**config.mk**
```make
export PLATFORM = sky130hd
export DESIGN_NAME = clkdiv_prog
export DESIGN_NICKNAME = d
export VERILOG_FILES = /design/src/rtl/clkdiv_pkg.sv /design/src/rtl/clkdiv_chan.sv /design/src/rtl/clkdiv_prog.sv
export SDC_FILE = /design/constraint.sdc
export NUM_CORES = 1
export LEC_CHECK = 0
export CAP_MARGIN = 30
export CORE_MARGIN = 2
export CORE_UTILIZATION = 50
export CTS_CLUSTER_SIZE = 16
export DETAILED_ROUTE_END_ITERATION = 10
export MAX_ROUTING_LAYER = met4
export PLACE_DENSITY = 0.75
export SLEW_MARGIN = 20
export SYNTH_ARGS = -nofsm -noshare
export SYNTH_HDL_FRONTEND = slang
export SYNTH_SLANG_ARGS = --single-unit
export TNS_END_PERCENT = 5
```
**constraint.sdc**
```tcl
create_clock -name Clk -period 4.4 [get_ports Clk]
set_clock_uncertainty 0.2 [all_clocks]
set_input_delay 0.88 -clock Clk [delete_from_list [all_inputs] [get_ports Clk]]
set_output_delay 0.88 -clock Clk [all_outputs]
set_load 0.01 [all_outputs]
```
**src/rtl/clkdiv_pkg.sv**
```systemverilog
`default_nettype none
// ----------------------------------------------------------------------------
// clkdiv_pkg: shared types and helpers for the programmable clock divider
// Rev 1.0
// ----------------------------------------------------------------------------
package clkdiv_pkg;

    typedef enum logic [1:0] {
        IDLE = 2'd0,
        HIGH = 2'd1,
        LOW  = 2'd2
    } chan_state_e;

    // Phase lengths of zero would never terminate a phase, so they become 1.
    function automatic logic [31:0] clamp1(input logic [31:0] v);
        return (v == 32'd0) ? 32'd1 : v;
    endfunction

    function automatic int ch_width(input int n);
        return (n > 1) ? $clog2(n) : 1;
    endfunction

endpackage
`default_nettype wire

```
**src/rtl/clkdiv_chan.sv**
```systemverilog
`default_nettype none
// ----------------------------------------------------------------------------
// clkdiv_chan: one divider channel with shadowed, boundary-applied config
// Rev 1.0
// ----------------------------------------------------------------------------
module clkdiv_chan
    import clkdiv_pkg::*;
#(
    parameter int CNT_W  = 16,
    parameter int DEF_HI = 6,
    parameter int DEF_LO = 6
)(
    input  logic             Clk,
    input  logic             reset,
    input  logic             en_i,
    input  logic             wr_i,
    input  logic [CNT_W-1:0] hi_i,
    input  logic [CNT_W-1:0] lo_i,
    output logic             clk_out_o,
    output logic             rise_tick_o,
    output logic             pending_o
);

    localparam logic [CNT_W-1:0] c_def_hi = CNT_W'(clamp1(32'(DEF_HI)));
    localparam logic [CNT_W-1:0] c_def_lo = CNT_W'(clamp1(32'(DEF_LO)));

    chan_state_e      state_q, state_d;
    logic [CNT_W-1:0] cnt_q, cnt_d;
    logic [CNT_W-1:0] act_hi_q, act_hi_d;
    logic [CNT_W-1:0] act_lo_q, act_lo_d;
    logic [CNT_W-1:0] shd_hi_q, shd_hi_d;
    logic [CNT_W-1:0] shd_lo_q, shd_lo_d;
    logic             pend_q, pend_d;
    logic             clk_q, clk_d;
    logic             tick_q, tick_d;
    logic             w_boundary;

    always_comb begin
        state_d    = state_q;
        cnt_d      = cnt_q;
        act_hi_d   = act_hi_q;
        act_lo_d   = act_lo_q;
        shd_hi_d   = shd_hi_q;
        shd_lo_d   = shd_lo_q;
        pend_d     = pend_q;
        w_boundary = 1'b0;

        case (state_q)
            IDLE: begin
                cnt_d = '0;
                if (en_i) begin
                    state_d    = HIGH;
                    w_boundary = 1'b1;
                end
            end
            HIGH: begin
                if (cnt_q == act_hi_q - CNT_W'(1)) begin
                    state_d = LOW;
                    cnt_d   = '0;
                end else begin
                    cnt_d = cnt_q + CNT_W'(1);
                end
            end
            LOW: begin
                if (cnt_q == act_lo_q - CNT_W'(1)) begin
                    cnt_d = '0;
                    if (en_i) begin
                        state_d    = HIGH;
                        w_boundary = 1'b1;
                    end else begin
                        state_d = IDLE;
                    end
                end else begin
                    cnt_d = cnt_q + CNT_W'(1);
                end
            end
            default: begin
                state_d = IDLE;
                cnt_d   = '0;
            end
        endcase

        // Boundary consumes the registered shadow; a same-cycle write lands after it.
        if (w_boundary && pend_q) begin
            act_hi_d = shd_hi_q;
            act_lo_d = shd_lo_q;
            pend_d   = 1'b0;
        end
        if (wr_i) begin
            shd_hi_d = CNT_W'(clamp1(32'(hi_i)));
            shd_lo_d = CNT_W'(clamp1(32'(lo_i)));
            pend_d   = 1'b1;
        end

        clk_d  = (state_d == HIGH);
        tick_d = w_boundary;
    end

    always_ff @(posedge Clk) begin
        if (reset) begin
            state_q  <= IDLE;
            cnt_q    <= '0;
            act_hi_q <= c_def_hi;
            act_lo_q <= c_def_lo;
            shd_hi_q <= c_def_hi;
            shd_lo_q <= c_def_lo;
            pend_q   <= 1'b0;
            clk_q    <= 1'b0;
            tick_q   <= 1'b0;
        end else begin
            state_q  <= state_d;
            cnt_q    <= cnt_d;
            act_hi_q <= act_hi_d;
            act_lo_q <= act_lo_d;
            shd_hi_q <= shd_hi_d;
            shd_lo_q <= shd_lo_d;
            pend_q   <= pend_d;
            clk_q    <= clk_d;
            tick_q   <= tick_d;
        end
    end

    assign clk_out_o   = clk_q;
    assign rise_tick_o = tick_q;
    assign pending_o   = pend_q;

endmodule
`default_nettype wire

```
**src/rtl/clkdiv_prog.sv**
```systemverilog
`default_nettype none
// ----------------------------------------------------------------------------
// clkdiv_prog: NUM_CH independent programmable clock dividers
// Rev 1.0
// ----------------------------------------------------------------------------
module clkdiv_prog
    import clkdiv_pkg::*;
#(
    parameter  int NUM_CH = 4,
    parameter  int CNT_W  = 16,
    parameter  int DEF_HI = 6,
    parameter  int DEF_LO = 6,
    localparam int CH_W   = ch_width(NUM_CH)
)(
    input  logic              Clk,
    input  logic              reset,
    input  logic [NUM_CH-1:0] en,
    input  logic              cfg_wr,
    input  logic [CH_W-1:0]   cfg_ch,
    input  logic [CNT_W-1:0]  cfg_hi,
    input  logic [CNT_W-1:0]  cfg_lo,
    output logic [NUM_CH-1:0] clk_out,
    output logic [NUM_CH-1:0] rise_tick,
    output logic [NUM_CH-1:0] pending
);

    // Out-of-range channel indices match no instance and are dropped.
    for (genvar g = 0; g < NUM_CH; g++) begin : g_chan
        logic w_wr;
        assign w_wr = cfg_wr && (cfg_ch == CH_W'(g));

        clkdiv_chan #(
            .CNT_W  (CNT_W),
            .DEF_HI (DEF_HI),
            .DEF_LO (DEF_LO)
        ) u_chan (
            .Clk         (Clk),
            .reset       (reset),
            .en_i        (en[g]),
            .wr_i        (w_wr),
            .hi_i        (cfg_hi),
            .lo_i        (cfg_lo),
            .clk_out_o   (clk_out[g]),
            .rise_tick_o (rise_tick[g]),
            .pending_o   (pending[g])
        );
    end

endmodule
`default_nettype wire
```
==> summary by stage <==
Pwr
For this design the ratio of total power to cell area is 347 nW/um2. The leakage power figure is 6.81 nW. The worst-case IR drop observed on VDD is 0.282 mV. The total power draw is 6.83 mW.

Floorplanning
The top-level I/O count is 53. The die is 193 um tall. The initialized floorplan defines 69 standard-cell rows. The area enclosed by the die boundary is 37300 um2.

The placeable core region is 35400 um2. The die width is 193 um. For this configuration, the core starts out at a cell density of 50.5%.

Global routing
The first global-routing pass estimated 74900 um of wire. The maximum number of pins on one net before global-route repair is 115. The global routing usage summed across all routing layers is 25.8%. The remaining global-route overflow is 0. The initial antenna violation count is 2.

The number of global-route vias before repair is 14600.

STA
The number of max-slew violations in the final report came to 0. Derived from the worst setup path, the maximum achievable clock frequency is 247 MHz. The number of hold violations in the final report is 0. The total negative setup slack is 0 ns. For the finished layout, the period the worst path requires is 4.06 ns. Setup violations remaining at the end of the flow were counted as 0.

Setup repair after global routing left no endpoint under its margin. The slew at the pin closest to its max-slew limit is 0.891 ns. The worst hold slack is 0.254 ns. The worst path uses 92.2% of the clock period. The relative slew slack is 39.8%.

Hold path
The worst hold-check path type is register to register. Along the worst hold path, the cell count comes to 2.

Drt
The detailed router finished its first iteration with 1272 violations. The final routed wire length divided by cell count is 17.6 um. The length of the first detailed-routing pass in iterations is 5.

The via total after detailed routing is 15500. The DRC violations left is 0. In this run the remaining antenna-violating nets after routing total 0. The number of vias per cell after detailed routing is 5.83.

The routed wire length is 46800 um.

Synth
Counting flops with a built-in enable in the synthesized netlist gives 0. Counting every instance in the synthesized netlist gives 2209. For this run, the number of Yosys warnings is 0. In the synthesized netlist the dominant register cell turns out to be dfxtp_1.

The commonest cells after synthesis are nand2_1, dfxtp_1, nor2_1. In the post-synthesis netlist, the cell with the most instances is nand2_1. Synthesis inferred 340 register bits.

Yosys attributes the largest share of cell area to dfxtp_1, nand2_1, mux2i_1. The library cell occupying the most area in the post-synthesis netlist is dfxtp_1. Yosys mapped the design onto 89 distinct sky130hd cell types.

The fraction of the yosys area taken by sequential cells is 38.1%. After synthesis, the largest area contributor takes up 38.1% of total cell area. The average instance area after synthesis is 8.09 um2. The share of async-settable or async-resettable flops after synthesis is 0%.

Counting every net in the synthesized netlist gives 2278. The synthesized cell area is 17900 um2.

Placed design
The number of cells in the design after placement is 2582. Input and output buffers added on the ports amount to 52. The area after detailed placement is 18400 um2. The post-detailed-placement half-perimeter wirelength is 32100 um. The final weighted congestion in routability-driven placement is 0.915.

Finish
The fraction of final layout cells sized beyond drive strength 1 is 5.90%. Once layout is complete, the cells apart from fillers number 2650. The number of nets in the layout is 2230. The final non-filler cell area is 19700 um2. The synthesis-to-finish area growth is 10.0%.

Clock network
The CTS tree is built. The maximum number of buffers from clock root to sink is 3. Clock-pin slew was measured on the worst setup and hold paths at 0.06 ns. The level count of the clock H-tree is 2. The cell at the root of the clock tree is clkbuf_16.

The number of buffers inserted to repair setup after CTS is 0. The number of buffers inserted during clock tree synthesis is 38. Gates resized during post-CTS repair numbered 0. At the later pin of the worst-skew pair, clock insertion delay measures 0.55 ns. The hold buffer count at cts is 0. The clock drives 340 sinks.

Critical path
The endpoint required time on the critical path is 4.67 ns. Along the worst path, the maximum fanout reaches 18. The kind of end point of the critical path is a register. The number of cells on the worst reg-to-reg path is 11. STA classifies the critical path startpoint as a register.

The master of the slowest instance on the critical path is nor3b_1. The delay contributed by the slowest stage of the critical path is 0.72 ns. The critical path goes through inv_1 -> ha_1 -> nor3b_1 -> nand4_1 -> xnor2_1 -> or3_1 -> nor4_4 -> a31o_2 -> and3_2 -> buf_12 -> mux2i_1. The kind of critical path is register to register. For the worst setup path, the data arrival time is 4.33 ns.

Flow run
The number of maximum-capacitance violations is 0.

Status
The run finished with clean final reports.
-- cell usage in the layout (no fill, tap or decap), types with 8 or more instances in the layout --
master           synthesis  final
o31ai_1                  8      8
a21oi_1                127    127
xnor2_1                109    109
a31oi_1                 11     11
nand2b_1                12     12
o21ai_0                 23     23
and3_1                  28     26
clkdlybuf4s50_1          0     51
dfxtp_1                340    340
xor2_1                 101    101
nand2_1                464    464
buf_4                   14     15
nor2b_1                 11     11
or2_2                   10     10
o21a_1                   8      8
nor3_1                  54     54
nand4_1                 21     21
or3_1                   12     12
o2111ai_1                9      9
nand3_1                 74     74
o211ai_1                13     13
mux2i_1                130    130
ha_1                    28     28
inv_1                   50     49
o31a_1                   8      8
or4_1                   12     12
nor2_1                 196    194
clkbuf_16                0     38
and2_1                  10     10
a211oi_1                20     20
nor4_1                  29     29
-- stage by stage --
step                      util [%]  setup WS, ns
after floorplan                  -          1.16
after global placement        51.9         0.628
after detailed placement      51.9         0.399
after CTS                     55.5         0.391
after global routing          55.5        0.0796
final                         55.5         0.345
-- report_power, final --
part / switching (mW) / total, mW / internal [mW] / leakage [nW]
Combinational: 0.247 / 0.379 / 0.132 / 3.44
Sequential: 0.0401 / 3.18 / 3.14 / 2.75
Clock: 1.32 / 3.27 / 1.95 / 0.618
Total: 1.61 / 6.83 / 5.22 / 6.81
-- area by class of cell --
cell class	count	area (um2)
diodes	2	5.00
clock buffers	50	1070
clock inverters	16	220
fillers	3192	15700
inverters	50	193
multi-input cells	1663	10100
flip-flops and latches	340	6810
well taps	461	577
repair buffers	68	654
-- worst max-delay path, delay by kind of cell, from the launching register on --
kind	cells	cell delay, ns
simple gates	5	2.24
flops	1	0.36
buf+inv	2	0.31
compound gates	1	0.25
fa+ha+maj	1	0.24
mux	1	0.20
xor+xnor	1	0.18
-- worst paths after layout --
kind	start	to	slack (ns)
setup reg to reg	g_chan[2].u_chan.act_lo_q[0]	g_chan[2].u_chan.act_lo_q[3]	0.34
hold reg to reg	g_chan[3].u_chan.shd_hi_q[11]	g_chan[3].u_chan.shd_hi_q[11]	0.25
setup / recovery	g_chan[2].u_chan.act_lo_q[0]	g_chan[2].u_chan.act_lo_q[3]	0.34
hold / removal	g_chan[3].u_chan.shd_hi_q[11]	g_chan[3].u_chan.shd_hi_q[11]	0.25
-- flip-flops by register name, summed over array words and instances (netlist names) --
| register | count |
|---|---|
| g_chan.u_chan.shd_hi_q | 64 |
| g_chan.u_chan.rise_tick_o | 4 |
| g_chan.u_chan.state_q | 8 |
| g_chan.u_chan.act_hi_q | 64 |
| g_chan.u_chan.clk_out_o | 4 |
| g_chan.u_chan.cnt_q | 64 |
| g_chan.u_chan.pending_o | 4 |
| g_chan.u_chan.act_lo_q | 64 |
| g_chan.u_chan.shd_lo_q | 64 |
-- cells by family after synthesis --
family,synth area share [%]
simple gates,25.6
flops,38.1
compound gates,11.4
xor+xnor,10.3
buf+inv,5.32
mux,7.35
fa+ha+maj,1.96
-- metal layers --
metal | wire (um) | track usage (%) | up-vias
li1 | - | - | 7460
met1 | 20300 | 32.0 | 7415
met2 | 21600 | 41.8 | 471
met3 | 3340 | 4.94 | 107
met4 | 1470 | 9.73 | 0
met5 | 0 | - | -
No activity file was read; power rests on OpenSTA's default activity.
